`config.mk`:
```
export PLATFORM = sky130hd
export DESIGN_NAME = alu_scheduler
export DESIGN_NICKNAME = d
export VERILOG_FILES = /design/src/rtl/alu_pkg.sv /design/src/rtl/rr_arb2.sv /design/src/rtl/alu_scheduler.sv
export SDC_FILE = /design/constraint.sdc
export NUM_CORES = 1
export LEC_CHECK = 0
export ABC_AREA = 1
export CAP_MARGIN = 15
export CORE_ASPECT_RATIO = 0.75
export CORE_UTILIZATION = 31
export CTS_BUF_LIST = sky130_fd_sc_hd__clkbuf_8
export CTS_CLUSTER_SIZE = 12
export DETAILED_ROUTE_END_ITERATION = 8
export PLACE_DENSITY = 0.59
export SLEW_MARGIN = 10
export SYNTH_ARGS = -nofsm -noshare
export SYNTH_HDL_FRONTEND = slang
export SYNTH_SLANG_ARGS = --single-unit
```
`constraint.sdc`:
```
create_clock -name clk -period 3.5 [get_ports clk]
set_input_delay 0.525 -clock clk [delete_from_list [all_inputs] [get_ports clk]]
set_output_delay 0.525 -clock clk [all_outputs]
set_load 0.05 [all_outputs]
```
`src/rtl/alu_pkg.sv`:
```
// Shared types and constants for the ALU request scheduler: FSM encoding,
// opcode map and the request payload.
package alu_pkg;

  localparam int unsigned DATA_W   = 16;
  localparam int unsigned OPER_W   = 4;
  localparam int unsigned NREQ_DEF = 2;
  localparam int unsigned OPER_MAX = 11;

  typedef enum logic [1:0] {
    IDLE  = 2'd0,
    ISSUE = 2'd1,
    WAIT  = 2'd2,
    RESP  = 2'd3
  } state_t;

  typedef enum logic [OPER_W-1:0] {
    OP_NOP = 4'd0,
    OP_ADD = 4'd1,
    OP_SUB = 4'd2,
    OP_AND = 4'd3,
    OP_OR  = 4'd4,
    OP_XOR = 4'd5,
    OP_NOT = 4'd6,
    OP_SHL = 4'd7,
    OP_SHR = 4'd8,
    OP_INC = 4'd9,
    OP_DEC = 4'd10,
    OP_MUL = 4'd11
  } oper_t;

  typedef struct packed {
    logic [DATA_W-1:0] a;
    logic [DATA_W-1:0] b;
    logic [OPER_W-1:0] oper;
  } req_t;

  // Opcode 0 is reserved as NOP; anything above the implemented maximum is rejected.
  function automatic logic oper_valid(input logic [OPER_W-1:0] op, input int unsigned max_op);
    return (op != '0) && (32'(op) <= max_op);
  endfunction

endpackage

```
`src/rtl/rr_arb2.sv`:
```
// Two-way round-robin arbiter; the pointer moves past the last winner on advance.
module rr_arb2 (
  input  logic       clk,
  input  logic       rst_n,
  input  logic [1:0] req,
  input  logic       advance,
  output logic [1:0] grant
);

  logic ptr;
  logic last;

  // Priority goes to the requester named by ptr, the other one takes any leftover slot.
  always_comb begin
    grant = 2'b00;
    if (ptr) begin
      if (req[1])      grant = 2'b10;
      else if (req[0]) grant = 2'b01;
    end else begin
      if (req[0])      grant = 2'b01;
      else if (req[1]) grant = 2'b10;
    end
  end

  always_ff @(posedge clk or negedge rst_n) begin
    if (!rst_n) begin
      ptr  <= 1'b0;
      last <= 1'b0;
    end else begin
      if (|grant) last <= grant[1];
      if (advance) ptr <= ~last;
    end
  end

endmodule

```
`src/rtl/alu_scheduler.sv`:
```
// Shares one registered ALU between two requesters: arbitrate, issue, wait
// one cycle for the result, then hold the response until it is accepted.
module alu_scheduler
  import alu_pkg::*;
#(
  parameter int unsigned OPER_MAX = alu_pkg::OPER_MAX,
  parameter int unsigned NREQ     = 2
) (
  input  logic                   clk,
  input  logic                   rst_n,
  input  logic [NREQ-1:0]        req_valid,
  output logic [NREQ-1:0]        req_ready,
  input  logic [NREQ*DATA_W-1:0] req_a,
  input  logic [NREQ*DATA_W-1:0] req_b,
  input  logic [NREQ*OPER_W-1:0] req_oper,
  output logic                   resp_valid,
  input  logic                   resp_ready,
  output logic                   resp_src,
  output logic [DATA_W-1:0]      resp_data,
  output logic                   resp_err,
  output logic                   alu_en,
  output logic [DATA_W-1:0]      alu_a,
  output logic [DATA_W-1:0]      alu_b,
  output logic [OPER_W-1:0]      alu_oper,
  input  logic [DATA_W-1:0]      alu_q,
  output logic                   busy
);

  state_t          state;
  logic [1:0]      arb_req;
  logic [1:0]      grant;
  logic            advance;
  logic            sel_idx;
  logic            sel_ok;
  req_t            sel;

  rr_arb2 u_arb (
    .clk     (clk),
    .rst_n   (rst_n),
    .req     (arb_req),
    .advance (advance),
    .grant   (grant)
  );

  // Requests are only visible to the arbiter in IDLE; nothing is queued.
  always_comb begin
    arb_req  = (state == IDLE) ? req_valid[1:0] : 2'b00;
    advance  = (state == RESP) && resp_ready;
    sel_idx  = grant[1];
    sel      = '0;
    if (sel_idx) begin
      sel.a    = req_a[DATA_W +: DATA_W];
      sel.b    = req_b[DATA_W +: DATA_W];
      sel.oper = req_oper[OPER_W +: OPER_W];
    end else begin
      sel.a    = req_a[0 +: DATA_W];
      sel.b    = req_b[0 +: DATA_W];
      sel.oper = req_oper[0 +: OPER_W];
    end
    sel_ok    = oper_valid(sel.oper, OPER_MAX);
    req_ready = rst_n ? grant : '0;
  end

  // State and all registered outputs; the ALU operand registers double as the latched request.
  always_ff @(posedge clk or negedge rst_n) begin
    if (!rst_n) begin
      state      <= IDLE;
      resp_valid <= 1'b0;
      resp_src   <= 1'b0;
      resp_data  <= '0;
      resp_err   <= 1'b0;
      alu_en     <= 1'b0;
      alu_a      <= '0;
      alu_b      <= '0;
      alu_oper   <= '0;
      busy       <= 1'b0;
    end else begin
      case (state)
        IDLE: begin
          if (|grant) begin
            resp_src <= sel_idx;
            busy     <= 1'b1;
            if (sel_ok) begin
              state    <= ISSUE;
              alu_en   <= 1'b1;
              alu_a    <= sel.a;
              alu_b    <= sel.b;
              alu_oper <= sel.oper;
            end else begin
              state      <= RESP;
              resp_valid <= 1'b1;
              resp_err   <= 1'b1;
              resp_data  <= '0;
            end
          end
        end
        ISSUE: begin
          alu_en <= 1'b0;
          state  <= WAIT;
        end
        WAIT: begin
          resp_data  <= alu_q;
          resp_err   <= 1'b0;
          resp_valid <= 1'b1;
          state      <= RESP;
        end
        RESP: begin
          if (resp_ready) begin
            resp_valid <= 1'b0;
            busy       <= 1'b0;
            alu_a      <= '0;
            alu_b      <= '0;
            alu_oper   <= '0;
            state      <= IDLE;
          end
        end
        default: state <= IDLE;
      endcase
    end
  end

endmodule

```
==> flow_summary.ini <==
[sta]
grt_setup_unrepaired = no
maxSlewHeadroom_pct = 46.1
setup_violations = 0
layout_worst_path_cycle_share_pct = 84.9
slew_violations = 0
post-route-worst-setup-slack_ps = 527
finalCriticalPeriod_ps = 2970
fmax_mhz = 336
clock_skew_ps = 5.59
hold_viol_final = 0
whs_ps = 364
tightest_slew_ps = 808
setup_tns_ps = 0

[cts]
cts-resized-gates = 0
clkSinkCount = 61
post_cts_buffers = 0
cts_tree = yes
root_buffer = clkbuf_8
cts_made_buffers = 9
postCtsHoldBufs = 0
cts_buffer_depth = 2
htreeDepth = 3
clock_latency_ps = 340
clk_pin_slew_worst_paths_ps = 70

[power]
power_density_nw_per_um2 = 1000
p_sw_share_pct = 54.0
irDropWorstVdd_uv = 440
p_clk_share_pct = 10.1
p_int_uw = 2380
power_switching_uw = 2800
seq_power_share_pct = 23.3
pwr-share-comb_pct = 66.6
leakagePower_uw = 0.00245

[worst_setup_path]
arrival_ps = 2450
critical_path.max_fanout = 8
rrSetupSlack_ps = 830
required_ps = 2970
path_class = reg2out
crit_path_end_kind = primary output
reg2reg_depth = 13
rr_endpoint = alu_b[15]
r2r-start = state[0]
startpoint_type = flop

[logic_synthesis]
netlist_instances = 439
syn_nets = 538
syn_area_sq_um = 3460
syn-mean-instance-area_sq_um = 7.88
ys_types = 23
ys_seq_elements = 61
yosysWarnings = 0
synth_seq_area_share_pct = 44.1

[global_route]
grt_pass1_wl_mm = 17.0
overflow = 0
antenna_found_initial = 0
grt_pass1_vias = 3352
grt_max_degree = 62
track_usage_pct = 19.4

[floorplan]
coreArea_sq_um = 10600
std_cell_rows = 32
dieWidth_um = 124
fp.dieH_um = 93.5
pin_count = 152
die_area_sq_um = 11600
start_util_pct = 32.7

[drt]
routed_wl_mm = 10.6
vias = 3350
vias_per_cell = 4.65
drt_iter0_drc = 168
antenna_left = 0
first_pass_iters = 4
drc = 0
wl_per_cell_um = 14.7

[place]
io_buffers = 151
placedCellCount = 705
gp_congestion = 0.795
dp_hpwl_mm = 7.52
pre_cts_slack_ps = 651

[layout]
nFillCells = 1031
synthToLayoutAreaGrowth_pct = 49.8
mostFrequentLayoutCells = nand2_1, clkdlybuf4s50_1, dfrtp_1
layout.nets = 679
n_antenna_cell = 0
regArea_sq_um = 1530
drive_gt1_share_pct = 11.3
multiInputGateArea_sq_um = 1710
final_cells = 720
final_common_cell = nand2_1

[status]
outcome = finished clean

[hold_path]
hp-class = in2async

[run]
maxCapViolations = 0
through the flow:
stage	instance area, sq um	power [uW]	util (%)
after floorplan	3460	3650	-
after global placement	5020	4640	47.5
after detailed placement	5020	4700	47.5
after CTS	5180	5250	49.0
after global routing	5180	5610	49.0
final	5180	5190	49.0
cells in the mapped netlist:
master / count / area (sq um)
nand2_1: 208 / 781
dfrtp_1: 61 / 1530
a21oi_1: 35 / 175
nand3_2: 31 / 310
nand3b_1: 17 / 128
nand3_1: 14 / 70.1
inv_1: 11 / 41.3
clkbuf_1: 10 / 37.5
buf_2: 6 / 30.0
buf_6: 6 / 67.6
ha_1: 6 / 75.1
o21ai_0: 6 / 30.0
buf_4: 5 / 37.5
nand2_2: 5 / 31.3
nor2_1: 5 / 18.8
nand2_4: 4 / 45.0
nor2_2: 2 / 12.5
or2_2: 2 / 12.5
a211oi_1: 1 / 7.51
a31oi_1: 1 / 6.26
inv_2: 1 / 3.75
inv_4: 1 / 6.26
o21ai_1: 1 / 5.00
worst max-delay path, cell delays in order, from the launching register on:
cell and delay (ps):
dfrtp_1 430, inv_1 150, ha_1 380, nand2_1 80, a211oi_1 200, clkdlybuf4s50_1 860
worst max path at each step:
| stage | to | cells past startpoint | startpoint | slack [ps] |
|---|---|---|---|---|
| finish | req_ready[0] | 5 | state[0] | 530 |
| global route | req_ready[0] | 5 | state[0] | 390 |
| CTS | req_ready[0] | 5 | state[0] | 500 |
| detailed placement | alu_oper[1] | 12 | req_valid[0] | 650 |
| global placement | req_ready[0] | 4 | req_valid[0] | 710 |
| floorplan | req_ready[0] | 5 | state[0] | 980 |
flip-flops by register name, indices dropped and copies added (netlist names):
register and flops:
alu_oper 4, resp_err 1, u_arb.last 1, alu_a 16, state 2, u_arb.ptr 1
alu_b 16, busy 1, alu_en 1, resp_valid 1, resp_data 16, resp_src 1
cell type report:
type                            count  area share [%]
Tap cell                          136            3.28
Inverter                           13           0.990
Clock inverter                      5           0.411
Timing Repair Buffer              157            30.1
Sequential cell                    61            29.5
Multi-Input combinational cell    338            33.1
Clock buffer                       10            2.66
power by group through the flow:
stage | clock network [uW] | logic, uW | registers (uW)
after floorplan | 0 | 1470 | 2190
after global placement | 0 | 3430 | 1210
after detailed placement | 0 | 3490 | 1210
after CTS | 548 | 3490 | 1210
after global routing | 584 | 3770 | 1250
final | 524 | 3450 | 1210
metal layers:
metal  global-route usage [%]  vias up  part of all wire [%]
li1                         -     1683                     -
met1                     25.7     1562                    48
met2                     30.5       94                    46
met3                     5.37       11                   5.5
met4                     6.15        0                   1.4
met5                        0        -                     0
kinds of logic after synthesis:
family | synth area share (%)
buffers and inverters | 6.48
and+or+nand+nor | 40.7
AOI/OAI and AO/OA | 6.48
adders and majority gates | 2.17
DFF | 44.1
Power figures use the tool's default switching activity.
